===== config.mk =====
export PLATFORM = sky130hd
export DESIGN_NAME = simplez_io_uart_flat
export DESIGN_NICKNAME = d
export VERILOG_FILES = /design/src/rtl/simplez_io_uart_if.sv /design/src/rtl/simplez_io_uart.sv /design/src/flat_wrapper.sv
export SDC_FILE = /design/constraint.sdc
export NUM_CORES = 1
export LEC_CHECK = 0
export CAP_MARGIN = 15
export CORE_MARGIN = 4
export CORE_UTILIZATION = 46
export CTS_CLUSTER_SIZE = 20
export DETAILED_ROUTE_END_ITERATION = 6
export PLACE_DENSITY = 0.76
export REMOVE_ABC_BUFFERS = 1
export SLEW_MARGIN = 20
export SYNTH_ARGS = -nofsm -noshare
export SYNTH_HDL_FRONTEND = slang
export SYNTH_SLANG_ARGS = --single-unit

===== constraint.sdc =====
create_clock -name clk -period 2.12 [get_ports clk]
set_clock_uncertainty 0.05 [all_clocks]
set_input_delay 0.636 -clock clk [delete_from_list [all_inputs] [get_ports clk]]
set_output_delay 0.636 -clock clk [all_outputs]
set_load 0.01 [all_outputs]

===== src/rtl/simplez_io_uart_if.sv =====
// CPU-side bus of the SIMPLEZ I/O window: address, write strobe, write data,
// plus the select and read-data path back to the CPU data-bus mux.
interface simplez_io_uart_if #(
  parameter int unsigned DATAW = 12,
  parameter int unsigned ADDRW = 9
);
  logic [ADDRW-1:0] addr;
  logic             wr;
  logic [DATAW-1:0] data_in;
  logic             sel;
  logic [DATAW-1:0] data_out;

  modport master (output addr, wr, data_in, input sel, data_out);
  modport slave  (input addr, wr, data_in, output sel, data_out);
endinterface


===== src/rtl/simplez_io_uart.sv =====
// SIMPLEZ memory-mapped I/O: LED register plus 8N1 UART transmitter in a 4-word window.
// Define SIMPLEZ_IO_TXFIFO_EN for a 4-entry transmit FIFO instead of the single holding register.
module simplez_io_uart #(
  parameter int unsigned DATAW    = 12,
  parameter int unsigned ADDRW    = 9,
  parameter int unsigned BASE     = 508,
  parameter int unsigned BAUD_DIV = 104
) (
  input  logic                 clk,
  input  logic                 rst,
  simplez_io_uart_if.slave     bus,
  output logic [3:0]           leds,
  output logic                 tx
);
  localparam int unsigned    CW       = $clog2(BAUD_DIV);
  localparam logic [CW-1:0]  BAUD_TOP = CW'(BAUD_DIV - 1);
  localparam logic [ADDRW:0] WIN_LO   = (ADDRW+1)'(BASE);
  localparam logic [ADDRW:0] WIN_HI   = (ADDRW+1)'(BASE + 3);

  typedef enum logic [1:0] {S_IDLE, S_START, S_DATA, S_STOP} state_t;

  state_t          r_state, w_state_nxt;
  logic [CW-1:0]   r_baud, w_baud_d;
  logic [2:0]      r_bit, w_bit_d;
  logic [7:0]      r_shift, w_shift_d;
  logic            r_tx, w_tx_d;
  logic [3:0]      r_leds;
  logic            r_ovr;

  logic [ADDRW:0]  w_addr_x, w_diff;
  logic [1:0]      w_off;
  logic            w_sel, w_wr_led, w_wr_stat, w_wr_tx;
  logic            w_ready, w_has, w_push, w_drop, w_pop, w_busy;
  logic [7:0]      w_byte, w_head;
  logic            w_baud_zero, w_last_bit;
  logic            w_unused_bits;

  // Widened by one bit so BASE+3 at the top of the address space cannot wrap
  assign w_addr_x  = {1'b0, bus.addr};
  assign w_diff    = w_addr_x - WIN_LO;
  assign w_off     = w_diff[1:0];
  assign w_sel     = (w_addr_x >= WIN_LO) && (w_addr_x <= WIN_HI);
  assign w_wr_led  = bus.wr & w_sel & (w_off == 2'd0);
  assign w_wr_stat = bus.wr & w_sel & (w_off == 2'd1);
  assign w_wr_tx   = bus.wr & w_sel & (w_off == 2'd2);
  assign w_byte    = bus.data_in[7:0];
  assign w_push    = w_wr_tx & w_ready;
  assign w_drop    = w_wr_tx & ~w_ready;
  assign w_unused_bits = ^{bus.data_in[DATAW-1:8], w_diff[ADDRW:2]};

`ifdef SIMPLEZ_IO_TXFIFO_EN
  logic [7:0] r_fifo [4];
  logic [1:0] r_wp, r_rp;
  logic [2:0] r_cnt;

  assign w_ready = (r_cnt != 3'd4);
  assign w_has   = (r_cnt != 3'd0);
  assign w_head  = r_fifo[r_rp];

  always_ff @(posedge clk) begin
    if (w_push) r_fifo[r_wp] <= w_byte;
  end

  always_ff @(posedge clk) begin
    if (rst) begin
      r_wp  <= '0;
      r_rp  <= '0;
      r_cnt <= '0;
    end else begin
      if (w_push) r_wp <= r_wp + 2'd1;
      if (w_pop)  r_rp <= r_rp + 2'd1;
      r_cnt <= r_cnt + {2'b00, w_push} - {2'b00, w_pop};
    end
  end
`else
  logic [7:0] r_hold;
  logic       r_hold_v;

  assign w_ready = ~r_hold_v;
  assign w_has   = r_hold_v;
  assign w_head  = r_hold;

  // Push needs an empty hold and pop needs a full one, so they never coincide
  always_ff @(posedge clk) begin
    if (rst) begin
      r_hold   <= '0;
      r_hold_v <= 1'b0;
    end else if (w_push) begin
      r_hold   <= w_byte;
      r_hold_v <= 1'b1;
    end else if (w_pop) begin
      r_hold_v <= 1'b0;
    end
  end
`endif

  assign w_baud_zero = (r_baud == '0);
  assign w_last_bit  = (r_bit == 3'd7);
  assign w_busy      = (r_state != S_IDLE) | w_has;

  always_ff @(posedge clk) begin
    if (rst) r_state <= S_IDLE;
    else     r_state <= w_state_nxt;
  end

  always_comb begin
    w_state_nxt = r_state;
    case (r_state)
      S_IDLE:  if (w_has)                    w_state_nxt = S_START;
      S_START: if (w_baud_zero)              w_state_nxt = S_DATA;
      S_DATA:  if (w_baud_zero & w_last_bit) w_state_nxt = S_STOP;
      S_STOP:  if (w_baud_zero)              w_state_nxt = S_IDLE;
      default:                               w_state_nxt = S_IDLE;
    endcase
  end

  // tx is registered: each branch computes the line level for the next cycle
  always_comb begin
    w_pop     = 1'b0;
    w_tx_d    = r_tx;
    w_baud_d  = r_baud;
    w_bit_d   = r_bit;
    w_shift_d = r_shift;
    case (r_state)
      S_IDLE: begin
        w_tx_d = 1'b1;
        if (w_has) begin
          w_pop     = 1'b1;
          w_shift_d = w_head;
          w_tx_d    = 1'b0;
          w_baud_d  = BAUD_TOP;
        end
      end
      S_START: begin
        if (w_baud_zero) begin
          w_tx_d   = r_shift[0];
          w_baud_d = BAUD_TOP;
          w_bit_d  = '0;
        end else begin
          w_baud_d = r_baud - CW'(1);
        end
      end
      S_DATA: begin
        if (w_baud_zero) begin
          w_baud_d = BAUD_TOP;
          if (w_last_bit) begin
            w_tx_d = 1'b1;
          end else begin
            w_tx_d    = r_shift[1];
            w_shift_d = {1'b0, r_shift[7:1]};
            w_bit_d   = r_bit + 3'd1;
          end
        end else begin
          w_baud_d = r_baud - CW'(1);
        end
      end
      S_STOP: begin
        if (w_baud_zero) w_tx_d   = 1'b1;
        else             w_baud_d = r_baud - CW'(1);
      end
      default: w_tx_d = 1'b1;
    endcase
  end

  always_ff @(posedge clk) begin
    if (rst) begin
      r_tx    <= 1'b1;
      r_baud  <= '0;
      r_bit   <= '0;
      r_shift <= '0;
      r_leds  <= '0;
      r_ovr   <= 1'b0;
    end else begin
      r_tx    <= w_tx_d;
      r_baud  <= w_baud_d;
      r_bit   <= w_bit_d;
      r_shift <= w_shift_d;
      if (w_wr_led)       r_leds <= bus.data_in[3:0];
      if (w_wr_stat)      r_ovr  <= 1'b0;
      else if (w_drop)    r_ovr  <= 1'b1;
    end
  end

  always_comb begin
    bus.data_out = '0;
    if (w_sel) begin
      case (w_off)
        2'd0:    bus.data_out[3:0] = r_leds;
        2'd1:    bus.data_out[2:0] = {r_ovr, w_busy, w_ready};
        default: bus.data_out      = '0;
      endcase
    end
  end

  assign bus.sel = w_sel;
  assign leds    = r_leds;
  assign tx      = r_tx;
endmodule

===== src/flat_wrapper.sv =====
// flat-port wrapper written by rule: the top's interface ports become plain ports
module simplez_io_uart_flat 
#(
  parameter int unsigned DATAW    = 12,
  parameter int unsigned ADDRW    = 9,
  parameter int unsigned BASE     = 508,
  parameter int unsigned BAUD_DIV = 104
)
  (clk, rst, leds, tx, bus_addr, bus_wr, bus_data_in, bus_sel, bus_data_out);
  simplez_io_uart_if #(.DATAW(DATAW), .ADDRW(ADDRW)) bus_i ();
  input  logic clk;
  input  logic rst;
  output logic [3:0] leds;
  output logic tx;
  input wire logic [$bits(bus_i.addr)-1:0] bus_addr;
  input wire logic [$bits(bus_i.wr)-1:0] bus_wr;
  input wire logic [$bits(bus_i.data_in)-1:0] bus_data_in;
  output wire logic [$bits(bus_i.sel)-1:0] bus_sel;
  output wire logic [$bits(bus_i.data_out)-1:0] bus_data_out;
  assign bus_i.addr = bus_addr;
  assign bus_i.wr = bus_wr;
  assign bus_i.data_in = bus_data_in;
  assign bus_sel = bus_i.sel;
  assign bus_data_out = bus_i.data_out;
  simplez_io_uart #(.DATAW(DATAW), .ADDRW(ADDRW), .BASE(BASE), .BAUD_DIV(BAUD_DIV)) u_core (.clk(clk), .rst(rst), .bus(bus_i), .leds(leds), .tx(tx));
endmodule

==> results.sh <==
export IMPL_endpoint_kind="output port"
export IMPL_holdPathEnd="u_core.r_bit[2]$_SDFFE_PP0P_"
export IMPL_leakagePower_nw=1.12
export IMPL_synth_seq_cells=35
export IMPL_synth_xor_area_share_pct=0.439
export IMPL_hp_class="flop to flop"
export IMPL_yosys_warnings=0
export IMPL_fin_nets=303
export IMPL_hold_depth=1
export IMPL_slew_headroom_pct=65.4
export IMPL_area_growth_pct=33.6
export IMPL_cp_start_kind="primary input"
export IMPL_holdCritStartpoint="u_core.r_bit[2]$_SDFFE_PP0P_"
export IMPL_die_w_um=73.8
export IMPL_numPortBuffers=29
export IMPL_yosysMostFrequentCell="dfxtp_1"
export IMPL_drc=0
export IMPL_cts_sinks=35
export IMPL_synth_compound_area_share_pct=21.8
export IMPL_synth_area_per_cell_um2=9.15
export IMPL_crit_type="primary input to output port"
export IMPL_vias=1783
export IMPL_ir_worst_vdd_uv=709
export IMPL_cts_path_max_buffers=2
export IMPL_grt_max_degree=30
export IMPL_netlist_top_cells_count="dfxtp_1 (35), nor2_1 (28), mux2i_1 (20)"
export IMPL_synth_top_family_by_area="compound AO/OA/AOI/OAI gates"
export IMPL_vias_per_cell=5.55
export IMPL_synth_area_leaders="dfxtp_1 (35%), mux2i_1 (10%), ha_1 (5.6%), nor2_1 (5.3%), buf_4 (3.0%)"
export IMPL_ys_seq_area_share_pct=35.1
export IMPL_rows=23
export IMPL_startpoint="bus_addr[6]"
export IMPL_setup_ws_ps=-64.7
export IMPL_grt_pass1_wl_um=7940
export IMPL_synth_largest_area_cell="dfxtp_1"
export IMPL_finalHoldViolCount=0
export IMPL_ant_nets=0
export IMPL_r2r_cells=7
export IMPL_path_clk_slew_ps=70
export IMPL_cp_data_arrival_time_ps=1500
export IMPL_fp_dieH_um=73.8
export IMPL_cp_max_fo=3
export IMPL_drive_above_1_share_pct=28.4
export IMPL_cts_tree="yes"
export IMPL_max_freq_ghz=0.458
export IMPL_hpwl_um=3340
export IMPL_final_max_slew_viol_count=0
export IMPL_hold_buffers=0
export IMPL_power_density_nw_per_um2=1230
export IMPL_wl_per_cell_um=15.2
export IMPL_r2r_end="u_core.r_shift[0]$_SDFFE_PP0P_"
export IMPL_gp_congestion=0.848
export IMPL_synthSimpleGateAreaFrac_pct=16.8
export IMPL_antenna_found_initial=0
export IMPL_dieArea_um2=5450
export IMPL_root_buffer="clkbuf_8"
export IMPL_syn_inst=218
export IMPL_synth_edff_count=0
export IMPL_cap_violations=0
export IMPL_htree_levels=2
export IMPL_min_period_ps=2180
export IMPL_wirelength_um=4870
export IMPL_ys_types=55
export IMPL_setup_tns_ps=-139
export IMPL_initial_core_util_pct=48.8
export IMPL_muxShareOfSynthArea_pct=10.6
export IMPL_clk_latency_ps=300
export IMPL_drtIter0Drc=90
export IMPL_synthFlopType="dfxtp_1"
export IMPL_min_period_over_period_pct=103
export IMPL_fp_coreArea_um2=4090
export IMPL_grt_ovfl_total=0
export IMPL_tightest_slew_ps=514
export IMPL_antenna_cells=0
export IMPL_synth_top_area_share_pct=35.1
export IMPL_synth_area_um2=1990
export IMPL_synth_adder_area_share_pct=5.65
export IMPL_fin_util_pct=65.2
export IMPL_grt_pass1_vias=1737
export IMPL_grtUsageTotal_pct=19.0
export IMPL_finalSetupViolations=3
export IMPL_reg2reg_slack_ps=90
export IMPL_regToRegStartpoint="u_core.r_baud[0]$_SDFFE_PP0P_"
export IMPL_violations="negative setup slack"
export IMPL_required_ps=1430
export IMPL_io_pins=42
export IMPL_synth_async_reset_ratio_pct=0
export IMPL_cts_made_buffers=5
export IMPL_outcome="finished, violations left"
export IMPL_rsz0062_at_grt="true"
export IMPL_firstDrtPassIters=6
how the worst max path moves through the flow:
stage / to / cells after the start
3_3_place_gp: bus_data_out[3] / 6
2_1_floorplan: bus_data_out[0] / 3
4_1_cts: bus_data_out[3] / 6
5_1_grt: bus_data_out[1] / 5
3_5_place_dp: bus_data_out[0] / 5
6_report: bus_data_out[3] / 6
routing by layer:
layer | vias up | routed length, µm | track usage (%)
li1 | 893 | - | -
met1 | 845 | 2160 | 23.6
met2 | 40 | 2440 | 31.7
met3 | 5 | 205 | 5.61
met4 | 0 | 56 | 5.43
met5 | - | 0 | 0
kinds of logic after synthesis:
logic type,Yosys count
buffers and inverters,31
other,1
adders and majority gates,9
and+or+nand+nor,65
muxes,21
AOI/OAI and AO/OA,55
DFF,35
xor gates and xnor gates,1
layout make-up:
cell class	instances	area, µm²
inverter	9	33.8
clock inverter	3	47.5
fill	323	1420
tap	50	62.6
multi-input combinational	159	1220
sequential	35	704
clock buffer	5	68.8
timing repair buffer	60	524
metrics by stage:
stage / setup slack (ps) / std cells / power (W) / area, µm² / hold slack [ps]
floorplan: -247 / 203 / 0.00196 / 1870 / 404
global placement: -931 / 307 / 0.00242 / 2430 / 416
detailed placement: -954 / 307 / 0.00243 / 2430 / 425
CTS: -83.0 / 319 / 0.00316 / 2600 / 446
global route: -106 / 321 / 0.00351 / 2670 / 485
finish: -64.7 / 321 / 0.00327 / 2670 / 447
sequential cells by signal, summed over array words and instances, names as in the netlist:
name and count:
u_core.leds 4, u_core.tx 1, u_core.r_bit 3, u_core.r_hold_v 1
u_core.r_shift 8, u_core.r_hold 8, u_core.r_ovr 1, u_core.r_state 2
u_core.r_baud 7
cell usage in the layout (no fill, tap or decap), types with 5 or more instances in the layout:
cell | netlist | final
a211oi_1 | 5 | 5
inv_1 | 9 | 6
mux2i_1 | 20 | 20
buf_2 | 0 | 8
dfxtp_1 | 35 | 32
clkdlybuf4s50_1 | 0 | 15
a21oi_1 | 11 | 11
conb_1 | 1 | 8
a311oi_1 | 6 | 6
nor3_1 | 6 | 6
buf_4 | 8 | 27
buf_6 | 2 | 5
clkbuf_8 | 2 | 5
ha_1 | 9 | 7
nor2_1 | 28 | 28
nand2_1 | 6 | 5
power by group:
part	switching, W	internal, W
Sequential	0.000131	0.000804
Clock	0.000278	0.000356
Combinational	0.000919	0.000782
Total	0.00133	0.00194
critical path, stage by stage:
cell     delay, ps
buf_6           70
and4_4         240
nand2_4         80
buf_6          130
nor4b_2        190
buf_2          170
timing repair:
| action | CTS | global route |
|---|---|---|
| gates resized for setup | 62 | 11 |
| setup buffers | 4 | 1 |
| cloned | 0 | 1 |
| endpoints found under the setup margin | 7 | 15 |
| pin swaps | 8 | 8 |
(Power assumes the default switching activity.)
